<file path="config.mk">
export PLATFORM = sky130hd
export DESIGN_NAME = dds_sweep_ctrl
export DESIGN_NICKNAME = d
export VERILOG_FILES = /design/src/rtl/dds_pkg.sv /design/src/rtl/sweep_step_alu.sv /design/src/rtl/dds_sweep_ctrl.sv
export SDC_FILE = /design/constraint.sdc
export NUM_CORES = 1
export LEC_CHECK = 0
export CAP_MARGIN = 20
export CORE_UTILIZATION = 53
export DETAILED_ROUTE_END_ITERATION = 12
export GPL_ROUTABILITY_DRIVEN = 0
export PLACE_DENSITY = 0.78
export SKIP_CTS_REPAIR_TIMING = 1
export SLEW_MARGIN = 20
export SYNTH_ARGS = -nofsm -noshare
export SYNTH_HDL_FRONTEND = slang
export SYNTH_SLANG_ARGS = --single-unit
export TNS_END_PERCENT = 100
</file>
<file path="constraint.sdc">
create_clock -name clk -period 5.6 [get_ports clk]
set_clock_uncertainty 0.05 [all_clocks]
set_input_delay 0.56 -clock clk [delete_from_list [all_inputs] [get_ports clk]]
set_output_delay 0.56 -clock clk [all_outputs]
set_load 0.01 [all_outputs]
</file>
<file path="src/rtl/dds_pkg.sv">
// dds_pkg: shared tuning-word width, reset word, sweep modes and FSM states for the dds path
package dds_pkg;
    localparam int W = 32;
    localparam logic [W-1:0] K_RESET = 32'd42949672;
    localparam logic [1:0] MODE_SINGLE = 2'b00;
    localparam logic [1:0] MODE_SAW = 2'b01;
    localparam logic [1:0] MODE_TRI = 2'b10;
    typedef enum logic [1:0] {IDLE, RUN, FIN} state_t;
endpackage

</file>
<file path="src/rtl/sweep_step_alu.sv">
// sweep_step_alu: clamped up/down step of a tuning word inside [lo, hi]
module sweep_step_alu
    import dds_pkg::*;
(
    input  logic [W-1:0] k,
    input  logic [W-1:0] step,
    input  logic [W-1:0] lo,
    input  logic [W-1:0] hi,
    input  logic         down,
    output logic [W-1:0] k_next,
    output logic         at_hi,
    output logic         at_lo
);
    logic [W:0] sum;
    logic [W:0] diff;
    // the extra bit catches carry/borrow so the word clamps instead of wrapping
    assign sum = {1'b0, k} + {1'b0, step};
    assign diff = {1'b0, k} - {1'b0, step};
    assign k_next = down ? ((diff[W] || diff[W-1:0] <= lo) ? lo : diff[W-1:0])
                         : ((sum[W] || sum[W-1:0] >= hi) ? hi : sum[W-1:0]);
    assign at_hi = k == hi;
    assign at_lo = k == lo;
endmodule

</file>
<file path="src/rtl/dds_sweep_ctrl.sv">
// dds_sweep_ctrl: steps the dds tuning word between start/stop words with a programmable dwell
module dds_sweep_ctrl
    import dds_pkg::*;
#(
    parameter int DW = 24
) (
    input  logic          clk,
    input  logic          rst_n,
    input  logic          start,
    input  logic          abort,
    input  logic [1:0]    mode,
    input  logic [W-1:0]  f_start,
    input  logic [W-1:0]  f_stop,
    input  logic [W-1:0]  f_step,
    input  logic [DW-1:0] dwell,
    output logic [W-1:0]  K,
    output logic          Ken,
    output logic          busy,
    output logic          done
);
    state_t state, state_n;
    logic [1:0] mode_r;
    logic [W-1:0] fs, fe, fst, k_n, k_step;
    logic [DW-1:0] dwm1, cnt, cnt_n;
    logic dir, dir_n, pend, ken_n, busy_n, done_n, load, down, degen, at_hi, at_lo;

    assign degen = fst == '0 || fs >= fe;
    // triangle turns around when the current word sits on the limit it was heading for
    assign down = mode_r == MODE_TRI && (dir ? !at_lo : at_hi);

    sweep_step_alu alu (
        .k(K),
        .step(fst),
        .lo(fs),
        .hi(fe),
        .down(down),
        .k_next(k_step),
        .at_hi(at_hi),
        .at_lo(at_lo)
    );

    always_comb begin
        state_n = state;
        k_n = K;
        ken_n = pend;
        busy_n = busy;
        done_n = 1'b0;
        cnt_n = cnt;
        dir_n = dir;
        load = 1'b0;
        case (state)
            IDLE: if (start && !abort) begin
                load = 1'b1;
                state_n = RUN;
                k_n = f_start;
                ken_n = 1'b1;
                busy_n = 1'b1;
                cnt_n = (dwell == '0) ? '0 : dwell - DW'(1);
                dir_n = 1'b0;
            end
            RUN: if (abort) begin
                state_n = IDLE;
                busy_n = 1'b0;
            end else if (cnt != '0) begin
                cnt_n = cnt - DW'(1);
            end else if (mode_r == MODE_SINGLE && (degen || at_hi)) begin
                state_n = FIN;
                busy_n = 1'b0;
                done_n = 1'b1;
            end else if (!degen) begin
                k_n = (mode_r == MODE_SAW && at_hi) ? fs : k_step;
                ken_n = 1'b1;
                cnt_n = dwm1;
                dir_n = down;
            end
            default: state_n = IDLE;
        endcase
    end

    always_ff @(posedge clk or negedge rst_n) begin
        if (!rst_n) begin
            state <= IDLE;
            K <= K_RESET;
            Ken <= 1'b0;
            busy <= 1'b0;
            done <= 1'b0;
            cnt <= '0;
            dir <= 1'b0;
            pend <= 1'b1;
        end else begin
            state <= state_n;
            K <= k_n;
            Ken <= ken_n;
            busy <= busy_n;
            done <= done_n;
            cnt <= cnt_n;
            dir <= dir_n;
            pend <= 1'b0;
        end
    end

    always_ff @(posedge clk) begin
        if (load) begin
            mode_r <= (mode == 2'b11) ? MODE_SINGLE : mode;
            fs <= f_start;
            fe <= f_stop;
            fst <= f_step;
            dwm1 <= (dwell == '0) ? '0 : dwell - DW'(1);
        end
    end
endmodule

</file>
# [Yosys cells after proc, flatten, opt, wreduce, memory -nomap -nowiden]
# Cells that the tools add are included.
[word_totals] reg_bits=185 latchBits=0 ram_bits=0 mem_bits_ro=0 input_bits=126 output_inout_bits=35 elab_cells=101 memories=0
[classes] n_addsub=4 multipliers=0 div_mod_pow=0 n_lt_le_gt_ge=3 eq_ne=15 shift=0 muxes=46 bitwise_logic=0 reduce_logical=20
[op_table] op="$mux W32" n=9
[op_table] op="$mux W24" n=6
[op_table] op="$eq A32 B32 Y1" n=2
[op_table] op="$ge A32 B32 Y1" n=2
[op_table] op="$pmux W32 S2" n=1
[op_table] op="$pmux W24 S2" n=1
[op_table] op="$sub A24 B1 Y24 const B" n=2
[op_table] op="$add A32 B32 Y33" n=1
[op_table] op="$sub A32 B32 Y33" n=1
[op_table] op="$le A32 B32 Y1" n=1
[op_table] op="$logic_not A32 Y1" n=1
[op_table] op="$logic_not A24 Y1" n=1
[op_table] op="$reduce_bool A24 Y1" n=1
[op_table] op="$mux W1" n=21
[op_table] op="$ne A3 B3 Y1 const B" n=4
[op_table] op="$ne A2 B2 Y1 const B" n=5
[op_table] op="$mux W2" n=4
[op_table] op="$pmux W1 S2" n=3
[op_table] op="$reduce_and A6 Y1" n=1
[op_table] op="$reduce_and A5 Y1" n=1
[op_table] op="$eq A2 B1 Y1 const B" n=2
[op_table] op="$eq A2 B2 Y1 const B" n=2
[op_table] op="$logic_and A1 B1 Y1" n=4
[op_table] op="$logic_not A2 Y1" n=2
[op_table] op="6 further kinds" n=10

# [Longest topological paths before layout]
[logic_depth] word_depth=11 ltp_mapped=24 mapped_depth_nobuf=23

# [Cells and area by module]
# Synthesis repeated with hierarchy kept, for this count alone.
[hier_totals] cells_unflattened=2022 hier_area_um2=17747.0
[modules_own_cells] module="dds_sweep_ctrl" n_inst=1 cells_each=1002 area_each_um2=10669.0 seq_area_each_um2=5256.3
[modules_own_cells] module="sweep_step_alu" n_inst=1 cells_each=1020 area_each_um2=7078.0 seq_area_each_um2=0.0

# [Least setup slack after synthesis]
# No wires, ideal clock.
[synth_path] path_kind="input to register" start="input abort" end="register K[21]" setup_time_ns=0.093 arrival_ns=5.294 path_slack_ns=0.163 cell_stages=4 path_cell_list="nor4b_2 -> clkbuf_1 -> a311oi_1 -> o22ai_1"
[synth_between] elab_chain_len=4
[synth_lines] element="from (decl)" line="dds_sweep_ctrl.sv:10" rtl="input logic abort,"
[synth_lines] element="$logic_not A1 Y1" line="dds_sweep_ctrl.sv:52" rtl="IDLE: if (start && !abort) begin"
[synth_lines] element="$logic_and A1 B1 Y1" line="dds_sweep_ctrl.sv:52"
[synth_lines] element="$ne A2 B2 Y1 (no source line)"
[synth_lines] element="$reduce_and A6 Y1 (no source line) (*)"
[synth_lines] element="to (signal assigned)" line="dds_sweep_ctrl.sv:92" rtl="K <= k_n;"
[synth_lines] element="to (decl)" line="dds_sweep_ctrl.sv:16" rtl="output logic [W-1:0] K,"
# Every way passes the cells marked *; elsewhere a longest branch is shown, timed or not.
# A chain may end at the register's enable or synchronous reset.

# [Worst setup path after layout]
[layout_path] start="register K[16]" end="register K[4]"
[layout_between] elab_chain_len=11
[layout_lines] element="$add A32 B32 Y33, or another cell as far along" line="sweep_step_alu.sv:17" rtl="assign sum = {1'b0, k} + {1'b0, step};"
[layout_lines] element="$ge A32 B32 Y1, or another cell as far along" line="sweep_step_alu.sv:20" rtl=": ((sum[W] || sum[W-1:0] >= hi) ? hi : sum[W-1:0]);"
[layout_lines] element="$logic_or A1 B1 Y1, or another cell as far along" line="sweep_step_alu.sv:20"
[layout_lines] element="$mux W32, or another cell as far along" line="sweep_step_alu.sv:20"
[layout_lines] element="$mux W32" line="sweep_step_alu.sv:19" rtl="assign k_next = down ? ((diff[W] || diff[W-1:0] <= lo) ? lo : diff[W-1:0])"
[layout_lines] element="$mux W32" line="dds_sweep_ctrl.sv:71" rtl="k_n = (mode_r == MODE_SAW && at_hi) ? fs : k_step;"
[layout_lines] element="$mux W32" line="dds_sweep_ctrl.sv:70" rtl="end else if (!degen) begin"
[layout_lines] element="$mux W32" line="dds_sweep_ctrl.sv:66" rtl="end else if (mode_r == MODE_SINGLE && (degen || at_hi)) begin"
[layout_lines] element="$mux W32" line="dds_sweep_ctrl.sv:64" rtl="end else if (cnt != '0) begin"
[layout_lines] element="$mux W32" line="dds_sweep_ctrl.sv:61" rtl="RUN: if (abort) begin"
[layout_lines] element="$pmux W32 S2" line="dds_sweep_ctrl.sv:51" rtl="case (state)"
# Parallel ways exist; a longest one is shown, timed or not. The select of a mux whose other input is x is not followed.

==> results.tsv <==
metric	value	unit
finalCritPeriodShare	97.9	%
root_buffer	clkbuf_16	
finalSetupViolCount	0	
yosysUniqueCellTypes	95	
numPlacedInstances	2218	
critPathMaxFanout	13	
period_needed	5480	ps
grt_max_degree	82	
synth_top_flop_cell	edfxtp_1	
viasPerCell	6.35	
yosysSeqAreaShare	34.1	%
min_path_type	in -> async	
drive_above_1_share	8.39	%
drc	0	
hold_violations	0	
antenna_found_initial	1	
reg2reg_depth	21	
worstMarginPinSlew	1040	ps
cts.htree.levels	4	
r2r_start	K[16]	
crit_type	reg -> reg	
clock-sinks	185	
worstReg2RegEnd	K[4]	
grt_first_pass_wirelength	75100	µm
io_pins	161	
crit_arrival	5770	ps
die_w	172	µm
startpoint_type	flop	
syn_area_per_cell	9.00	µm²
ys_ff_latch	185	
crit_required	5890	ps
place_area	17500	µm²
die-area	29700	µm²
clockBufferDepth	2	
cap_violations	0	
fin_util	63.7	%
total_leakage_power	0.00737	µW
status	finished, final reports clean	
final_antenna_net_count	0	
final_area	18200	µm²
peakVddDrop	0.238	mV
routed_wirelength	49000	µm
synth_edf_count	122	
final_cells	2256	
pwr_density_cell	368	nW/µm²
critical_path.startpoint	K[16]	
synth_area	15400	µm²
timing.final.ws_setup	118	ps
syn-num-nets	2002	
multi_input_area	9390	µm²
regArea	5260	µm²
clock_latency	460	ps
end_kind	flop	
slew_headroom	30.5	%
yosys_warnings	0	
max_freq	182	MHz
initial_core_util	53.8	%
syn_inst	1711	
dr.pass1.iters	6	
core-area	28600	µm²
tns	0	ps
cts_tree	done	
numPortBuffers	160	
drt_iter0_markers	1922	
wl_per_cell	21.7	µm
fin_nets	2150	
num_vias	14300	
grt_pass1_vias	13600	
syn2layout_area_growth	18.3	%
pre_cts_ws	170	ps
crit_end	K[4]	
slew_viol_final	0	
fillers	2273	
antenna_cells	0	
numCtsBuffers	17	
hpwl	36300	µm
path_clk_slew	90	ps
async_flop_share	34.1	%
grtUsageTotal	33.3	%
dieHeight	172	µm
rrSetupSlack	120	ps
rsz0062_at_grt	no	
grt.overflow.total	0	
fp-row-count	62	
[cell usage after synthesis (19+ instances only)]
master,instances,area (µm²)
a21oi_1,166,831
ha_1,163,2040
nor2_1,152,571
inv_1,133,499
nand2_1,123,462
edfxtp_1,122,3660
xnor2_1,98,858
o21ai_0,94,470
xor2_1,63,552
dfrtp_1,50,1250
a211oi_1,38,285
nor4_1,34,213
clkbuf_1,32,120
nor3_1,31,155
nand4_1,30,188
buf_2,28,140
o21ai_1,22,110
o22ai_1,22,138
nand3_1,21,105
nor2b_1,19,119
[routing by layer]
layer  vias up  track usage (%)  part of all wire [%]
met5         -                0                 0.027
met4         2             19.3                   6.3
met3       216             6.04                   9.9
met2       855             50.9                    43
met1      6737             44.0                    40
li1       6515                -                     -
[power by group]
group          internal [µW]  switching [µW]  total (µW)
clock network            677             657        1330
logic                   1460            2020        3490
registers               1640             251        1890
total                   3780            2930        6710
[layout by cell type, fill, tap and decap left out, types with 8 or more instances in the layout]
cell / count
a211oi_1: 38
inv_1: 133
o21ai_0: 92
buf_4: 35
a311oi_1: 9
o31ai_1: 9
nand2_1: 122
a31oi_1: 10
o21a_1: 10
o21bai_1: 12
a21o_1: 18
o21ai_1: 24
o22ai_1: 22
nor2b_1: 19
nand2b_1: 12
xnor2_1: 97
o221ai_1: 12
nor4_1: 33
nand3_1: 21
clkdlybuf4s50_1: 159
nor2_1: 152
mux2i_1: 8
mux2_2: 17
nand4_1: 30
dfstp_2: 13
edfxtp_1: 122
a21oi_1: 166
nor3_1: 30
clkbuf_16: 18
xor2_1: 63
ha_1: 160
dfrtp_1: 50
[how the worst min path moves through the flow]
| stage | endpoint | slack, ps | cells past startpoint |
|---|---|---|---|
| 4_1_cts | cnt[10] | 300 | 2 |
| 6_report | cnt[10] | 250 | 2 |
| 3_3_place_gp | dir | 440 | 2 |
| 2_1_floorplan | K[0] | 210 | 0 |
| 3_5_place_dp | dir | 450 | 2 |
| 5_1_grt | cnt[10] | 330 | 2 |
[metrics by stage]
step	power [µW]	hold WS, ps
after detailed placement	5190	447
after CTS	6540	305
final	6710	254
after global placement	5100	442
after global routing	7030	333
after floorplan	4120	214
[layout make-up]
cell class	instances	share of cell area, %
Clock buffer	18	2.47
Sequential cell	185	28.8
Timing Repair Buffer	199	10.6
Multi-Input combinational cell	1318	51.5
Inverter	138	2.86
Clock inverter	14	1.04
Tap cell	384	2.64
[cell families after synthesis]
kind of cell,synth area share [%]
muxes,1.76
AOI/OAI and AO/OA,20.8
adders and majority gates,13.5
buffers and inverters,5.52
DFF,34.1
and+or+nand+nor,15.1
other,0.0244
xor gates and xnor gates,9.16
[flip-flops by register name, indices dropped and copies added (netlist names)]
name / cells
K: 32
fe: 32
fs: 32
fst: 32
cnt: 24
dwm1: 24
mode_r: 2
state: 2
Ken: 1
busy: 1
dir: 1
done: 1
pend: 1
[worst max-delay path: stages, from the launching register on]
cell and delay [ps]:
dfstp_2 610, ha_2 390, or4_1 620, or2_2 320, o2111ai_1 110, o22ai_1 110
a21oi_2 270, a21oi_1 110, o21bai_1 170, xnor2_1 210, ha_1 320, a21oi_1 190
o22ai_1 100, nor2_1 120, o21ai_0 100, a2111oi_1 350, o21a_1 200, o211a_4 210
buf_12 170, mux2_2 350, o21ai_0 170, o21ai_1 110
No activity file was read; power rests on OpenSTA's default activity.
